==> src/rtl/phase_timer_pkg.sv <==
// Shared constants for the phase timer: phase encoding, phase width and default dwells.
// Consumers: phase_timer (optional pedestrian shortening under PHASE_TIMER_PED_SHORTEN_EN).
package phase_timer_pkg;

    localparam int PHASE_W           = 3;
    localparam int DEF_WIDTH         = 8;
    localparam int DEF_GREEN_TICKS   = 20;
    localparam int DEF_YELLOW_TICKS  = 4;
    localparam int DEF_PED_GREEN_MIN = 5;

    // Even encodings are green, odd encodings are the following yellow.
    typedef enum logic [PHASE_W-1:0] {
        PH_N_G = 3'd0,
        PH_N_Y = 3'd1,
        PH_E_G = 3'd2,
        PH_E_Y = 3'd3,
        PH_S_G = 3'd4,
        PH_S_Y = 3'd5,
        PH_W_G = 3'd6,
        PH_W_Y = 3'd7
    } phase_e;

    function automatic logic is_green(input phase_e p);
        return ~p[0];
    endfunction

endpackage

==> src/rtl/phase_down_counter.sv <==
// Loadable down-counter with enable and zero flag; load wins over enable, and it
// stops at zero rather than wrapping.
module phase_down_counter
    import phase_timer_pkg::*;
#(
    parameter int               WIDTH     = DEF_WIDTH,
    parameter logic [WIDTH-1:0] RESET_VAL = '0
) (
    input  logic             Clk,
    input  logic             Reset_n,
    input  logic             en,
    input  logic             load,
    input  logic [WIDTH-1:0] load_val,
    output logic [WIDTH-1:0] count,
    output logic             zero
);

    always_ff @(posedge Clk or negedge Reset_n) begin
        if (!Reset_n) begin
            count <= RESET_VAL;
        end else if (load) begin
            count <= load_val;
        end else if (en && (count != '0)) begin
            count <= count - WIDTH'(1);
        end
    end

    assign zero = (count == '0);

endmodule

==> src/rtl/phase_timer.sv <==
// Traffic phase timer: counts tick-based dwells, steps through 8 green/yellow phases.
// Macro PHASE_TIMER_PED_SHORTEN_EN adds the pedestrian request latch and green clamp.
module phase_timer
    import phase_timer_pkg::*;
#(
    parameter int WIDTH         = DEF_WIDTH,
    parameter int GREEN_TICKS   = DEF_GREEN_TICKS,
    parameter int YELLOW_TICKS  = DEF_YELLOW_TICKS,
    parameter int PED_GREEN_MIN = DEF_PED_GREEN_MIN
) (
    input  logic               Clk,
    input  logic               Reset_n,
    input  logic               tick,
    input  logic               hold,
    input  logic               ped_req,
    output logic               step,
    output logic [PHASE_W-1:0] phase,
    output logic [WIDTH-1:0]   remaining,
    output logic               ped_pending
);

    // Counter holds "ticks left minus one"; legal range GREEN_TICKS>=2, YELLOW_TICKS>=1,
    // 1<=PED_GREEN_MIN<=GREEN_TICKS, all <= 2**WIDTH.
    localparam logic [WIDTH-1:0] GREEN_RELOAD  = WIDTH'(GREEN_TICKS - 1);
    localparam logic [WIDTH-1:0] YELLOW_RELOAD = WIDTH'(YELLOW_TICKS - 1);

    phase_e           phase_q;
    phase_e           phase_d;
    phase_e           phase_next;
    logic             cnt_en;
    logic             cnt_load;
    logic [WIDTH-1:0] cnt_load_val;
    logic             cnt_zero;
    logic             expire;

    assign expire     = tick & ~hold & cnt_zero;
    assign phase_next = phase_e'(PHASE_W'(phase_q + 3'd1));

`ifdef PHASE_TIMER_PED_SHORTEN_EN
    localparam logic [WIDTH-1:0] PED_RELOAD = WIDTH'(PED_GREEN_MIN - 1);

    logic ped_q;
    logic clamp_hit;

    assign clamp_hit = ped_q & is_green(phase_q) & (remaining > PED_RELOAD);

    // Clearing on the green-to-yellow step beats a same-cycle request.
    always_ff @(posedge Clk or negedge Reset_n) begin
        if (!Reset_n) begin
            ped_q <= 1'b0;
        end else if (expire && is_green(phase_q)) begin
            ped_q <= 1'b0;
        end else if (ped_req) begin
            ped_q <= 1'b1;
        end
    end

    assign ped_pending = ped_q;
`else
    logic unused_ped_req;

    assign unused_ped_req = ped_req;
    assign ped_pending    = 1'b0;
`endif

    always_ff @(posedge Clk or negedge Reset_n) begin
        if (!Reset_n) begin
            phase_q <= PH_N_G;
            step    <= 1'b0;
        end else begin
            phase_q <= phase_d;
            step    <= expire;
        end
    end

    // Hold freezes everything counter-related; expiry reload outranks the clamp.
    always_comb begin
        phase_d      = phase_q;
        cnt_en       = 1'b0;
        cnt_load     = 1'b0;
        cnt_load_val = GREEN_RELOAD;
        if (!hold) begin
            if (tick && cnt_zero) begin
                phase_d      = phase_next;
                cnt_load     = 1'b1;
                cnt_load_val = is_green(phase_next) ? GREEN_RELOAD : YELLOW_RELOAD;
            end
`ifdef PHASE_TIMER_PED_SHORTEN_EN
            else if (clamp_hit) begin
                cnt_load     = 1'b1;
                cnt_load_val = PED_RELOAD;
            end
`endif
            else if (tick) begin
                cnt_en = 1'b1;
            end
        end
    end

    assign phase = phase_q;

    phase_down_counter #(
        .WIDTH     (WIDTH),
        .RESET_VAL (GREEN_RELOAD)
    ) u_counter (
        .Clk      (Clk),
        .Reset_n  (Reset_n),
        .en       (cnt_en),
        .load     (cnt_load),
        .load_val (cnt_load_val),
        .count    (remaining),
        .zero     (cnt_zero)
    );

endmodule

==> config.mk <==
export PLATFORM = sky130hd
export DESIGN_NAME = phase_timer
export DESIGN_NICKNAME = d
export VERILOG_FILES = /design/src/rtl/phase_timer_pkg.sv /design/src/rtl/phase_down_counter.sv /design/src/rtl/phase_timer.sv
export SDC_FILE = /design/constraint.sdc
export NUM_CORES = 1
export LEC_CHECK = 0
export BUFFER_PORTS_ARGS = -buffer_cell sky130_fd_sc_hd__buf_2
export CORE_MARGIN = 8
export CORE_UTILIZATION = 45
export CTS_CLUSTER_DIAMETER = 200
export DETAILED_ROUTE_END_ITERATION = 12
export PLACE_DENSITY = 0.7
export REMOVE_ABC_BUFFERS = 1
export SLEW_MARGIN = 10
export SYNTH_ARGS = -nofsm -noshare
export SYNTH_HDL_FRONTEND = slang
export SYNTH_SLANG_ARGS = --single-unit
==> constraint.sdc <==
create_clock -name Clk -period 4.2 [get_ports Clk]
set_input_delay 0.84 -clock Clk [delete_from_list [all_inputs] [get_ports Clk]]
set_output_delay 0.84 -clock Clk [all_outputs]
set_load 0.005 [all_outputs]
-- Word level (Yosys, flattened, before mapping)
Cells that the tools add are included.
- multipliers: 0
- reduce and logical (&&, ||, !) cells: 6
- shifts and indexed selects: 0
- mux-type cells: 10
- $add $sub $neg: 2
- eq/ne operators: 0
- $lt $le $gt $ge: 0
- bitwise operators: 3
- div/mod/pow operators: 0
- operator list (cell ; number):
    two-way mux 8 bit ; 2
    two-way mux 5 bit ; 3
    zero test 8 bit ; 1
    nonzero test 8 bit ; 1
    subtractor 8 x 1 -> 8 bit, second input constant ; 1
    two-way mux 1 bit ; 5
    adder 3 x 1 -> 3 bit, second input constant ; 1
    AND 1 bit ; 2
    logical AND 1 bit ; 2
    AND reduction 2 bit ; 1
    nonzero test 2 bit ; 1
    inverter 1 bit ; 1
- memory bits (writable): 0
- memories: 0
- flip-flop bits (word level): 12
- latch bits: 0
- word-level logic and storage cells: 24
- bits of input ports: 5
- memory bits (read-only): 0
- output and inout bits: 13

-- Longest topological paths before layout
- depth in word-level cells: 7
- gate-level depth with buffers: 6
- gate-level depth less buffers: 5

-- By module
A second synthesis with hierarchy kept.
- cells, all modules: 75
- area total of the unflattened synthesis: 743.2 um2
- modules (own cells, without submodules) (module ; area an instance (um2) ; cells each ; sequential area each (um2) ; times used):
    phase_down_counter ; 531.8 ; 58 ; 203.9 ; 1
    phase_timer ; 211.5 ; 17 ; 100.1 ; 1

-- Worst setup path after synthesis
No wires, ideal clock.
- path kind: input -> register
- from: input hold
- to: register u_counter.count[7]
- setup slack: 2.170 ns
- setup time: 0.077 ns
- required time: 4.123 ns
- path buffers: 0
- stages: 3
- arrival: 1.953 ns
- cell sequence: or4b_4 > or4b_1 > a21oi_1
- longest elaborated chain between the ends: 3
- elaborated cells between the ends (all ways): 5
- classes of those cells: mux (3); reduce/logical (2)
- RTL lines (what ; RTL line ; source):
    from (decl) ; phase_timer.sv:14 ; input logic hold,
    two-way mux 1 bit ; phase_timer.sv:82 ; if (!hold) begin
    logical AND 1 bit ; phase_down_counter.sv:23 ; end else if (en && (count != '0)) begin
    nonzero test 2 bit (no source line) ; -- ;
    to (signal assigned) ; phase_down_counter.sv:22 ; count <= load_val;
    to (signal assigned) ; phase_down_counter.sv:24 ; count <= count - WIDTH'(1);
    to (decl) ; phase_down_counter.sv:14 ; output logic [WIDTH-1:0] count,
Several ways; a longest one is shown, not always the timed one.
A chain may end at the register's enable or synchronous reset.

-- Worst setup path after layout
- from: register u_counter.count[0]
- to: register phase_q[1] (netlist: phase[1])
- longest elaborated chain between the ends: 3
- RTL lines (what ; RTL line ; source):
    zero test 8 bit ; phase_down_counter.sv:28 ; assign zero = (count == '0);
    logical AND 1 bit ; phase_timer.sv:83 ; if (tick && cnt_zero) begin
    AND reduction 2 bit (no source line) ; -- ;
    to (signal assigned) ; phase_timer.sv:71 ; phase_q <= phase_d;
    to (decl) ; phase_timer.sv:27 ; phase_e phase_q;
No other way between the ends.

==> metrics.yaml <==
post_cts.resized_instances: 0
utilization_pct: 56.4
grt_pass1_vias: 446
yosys-top-cells-area: "dfrtp_1, dfstp_2, ha_1"
dp_hpwl_um: 919
grt_first_pass_wirelength_um: 1950
critical_path_required_ns: 4.36
async_reset_ff_share_pct: 100
drv_slew: 0
crit_path_max_incr_delay_ns: 0.63
synth_flop_cell: "dfrtp_1"
first_pass_iters: 3
cp-start-kind: "flip-flop"
max_clock_freq_ghz: 0.485
cts_htree_levels: 1
synth.most_common_cell: "dfrtp_1"
vias: 488
peakVddDrop_mv: 0.280
dp_slack_ns: 2.00
yosys.area.top_type: "dfrtp_1"
core_mm2: 0.00132
r2r_setup_slack_ns: 2.14
clk_path_buf_depth: 2
hold_path.class: "in2async"
fin_skew_ns: 0.00735
placed_cell_area_um2: 717
cp_top_family: "simple AND/OR/NAND/NOR gates"
setup_viol: 0
yosys_warnings: 0
drt-total-wl_um: 1220
synth_common_cells: "dfrtp_1, a21oi_1, nor2_1"
first_iter_violations: 4
crit_buf_inv: 1
grt_max_degree: 13
syn_area_um2: 646
cp.arrival_ns: 2.22
cts_tree: "yes"
grt_overflow: 0
cts_buffers: 3
hold_viol: 0
finalCriticalPeriod_ns: 2.06
num_io_pins: 18
path_cells: "inv_1, ha_1, nor3b_1, and3_2, mux2_2"
synth_cells: 60
fp.dieH_um: 53.9
fin_setup_tns_ns: 0
syn_avg_cell_area_um2: 10.8
post_cts.repair.setup_buffers: 0
antennaDiodeCount: 0
synth_edf_count: 0
wire_per_inst_um: 13.4
fin_nets: 85
worstSkewPairLatency_ns: 0.27
slew_headroom_pct: 49.1
ys_types: 34
regToRegStartpoint: "u_counter.count[0]$_DFFE_PN1P_"
std_cell_rows: 13
maxCapViolations: 0
drc: 0
root_buffer: "clkbuf_4"
vias_per_cell: 5.36
cp_max_fo: 7
clk_pin_slew_ns: 0.07
period_share_pct: 49.1
cp-end-kind: "flip-flop"
fp.dieW_um: 53.9
port_buffers: 15
holdBufCountCts: 0
ys_ff_latch: 12
p_clk_share_pct: 16.3
cts.sinks: 12
start_util_pct: 49.0
p_per_area_mw_per_mm2: 600
fin_ws_ns: 2.14
synth_seq_area_share_pct: 47.1
worst_pin_slew_ns: 0.762
rsz0062_at_grt: "false"
worstRegToRegCells: 5
detail-route-antenna-nets: 0
area_growth_syn_to_layout_pct: 15.1
synth_top_area_share_pct: 34.9
power.share.switching_pct: 37.2
fin_area_um2: 743
status: "finished, final reports clean"
drive_gt1_share_pct: 35.5
r2r_end: "phase[1]$_DFFE_PN0P_"
cpMaxStageDelayCell: "nor3b_1"
die_area_mm2: 0.00290
power_switching_mw: 0.166
antenna_found_initial: 0
place_congestion: 0.711
grt_util_all_layers_pct: 9.05
p_int_mw: 0.280
pwr-share-seq_pct: 48.5
cellLeakagePower_nw: 0.368
crit_type: "reg2reg"
comb_power_share_pct: 35.1
## state kept, by name (all words and copies together) (netlist names)
name / flops
u_counter.count: 8
phase: 3
step: 1
## cells by family after synthesis
group           Yosys count  synth area share [%]
xor+xnor                  2                  2.71
compound gates           12                  11.2
flops                    12                  47.1
fa+ha+maj                 3                  5.81
buf+inv                   5                  4.65
simple gates             23                  24.4
other cells               1                 0.581
mux                       2                  3.49
## power by group through the flow
stage / Clock [mW] / Combinational (mW) / Sequential, mW
floorplan: 0 / 0.0921 / 0.214
finish: 0.0729 / 0.157 / 0.216
global route: 0.0796 / 0.180 / 0.225
detailed placement: 0 / 0.160 / 0.218
global placement: 0 / 0.158 / 0.216
CTS: 0.0759 / 0.161 / 0.216
## area by class of cell
cell class                      instances  area [um2]
Sequential cell                        12         304
Fill cell                             117         574
Inverter                                2        7.51
Tap cell                               15        18.8
Multi-Input combinational cell         43         312
Clock buffer                            4        26.3
Timing Repair Buffer                   15        75.1
## metrics by stage
| stage | hold slack (ns) | power, mW | cells |
|---|---|---|---|
| global route | 0.452 | 0.484 | 91 |
| CTS | 0.436 | 0.452 | 91 |
| floorplan | 0.468 | 0.306 | 57 |
| detailed placement | 0.458 | 0.377 | 87 |
| finish | 0.428 | 0.446 | 91 |
| global placement | 0.455 | 0.373 | 87 |
## how the worst max path moves through the flow
stage	start	end	slack [ns]	cells past startpoint
2_1_floorplan	hold	u_counter.count[7]$_DFFE_PN0P_	2.17	3
3_3_place_gp	hold	u_counter.count[7]$_DFFE_PN0P_	2.02	4
3_5_place_dp	hold	u_counter.count[7]$_DFFE_PN0P_	2.00	4
4_1_cts	u_counter.count[0]$_DFFE_PN1P_	phase[1]$_DFFE_PN0P_	2.12	5
5_1_grt	u_counter.count[0]$_DFFE_PN1P_	phase[1]$_DFFE_PN0P_	2.04	5
6_report	u_counter.count[0]$_DFFE_PN1P_	phase[1]$_DFFE_PN0P_	2.14	5
## layout by cell type (no fill, tap or decap)
cell type	Yosys	final
dfrtp_1	9	9
and2_1	1	1
nor2_1	5	5
or4b_4	1	1
nor2b_1	1	1
clkbuf_4	0	3
nor3b_1	2	2
xnor2_1	1	1
nand3b_1	1	1
a211oi_1	2	2
conb_1	1	1
or3_2	1	1
or4b_1	1	1
a31oi_1	1	1
a21oi_1	5	5
o21ai_0	2	2
o41ai_1	1	1
xor2_1	1	1
and3_2	1	1
inv_1	2	2
nor4_1	1	1
and4b_1	1	1
or4_1	1	1
ha_1	3	3
buf_2	0	15
mux2_2	2	2
and3_1	1	1
a21o_1	1	1
clkbuf_1	1	1
dfstp_2	3	3
nand4_1	1	1
or3_1	2	2
nor4_2	1	1
nand2_1	1	1
## layer usage
layer	vias up	track usage [%]	wire (um)
met1	220	11.5	600
met2	14	12.4	495
met4	0	5.04	10
met3	2	4.13	115
li1	252	-	-
met5	-	0	0
Note: power is estimated with default switching activity, not from simulation.
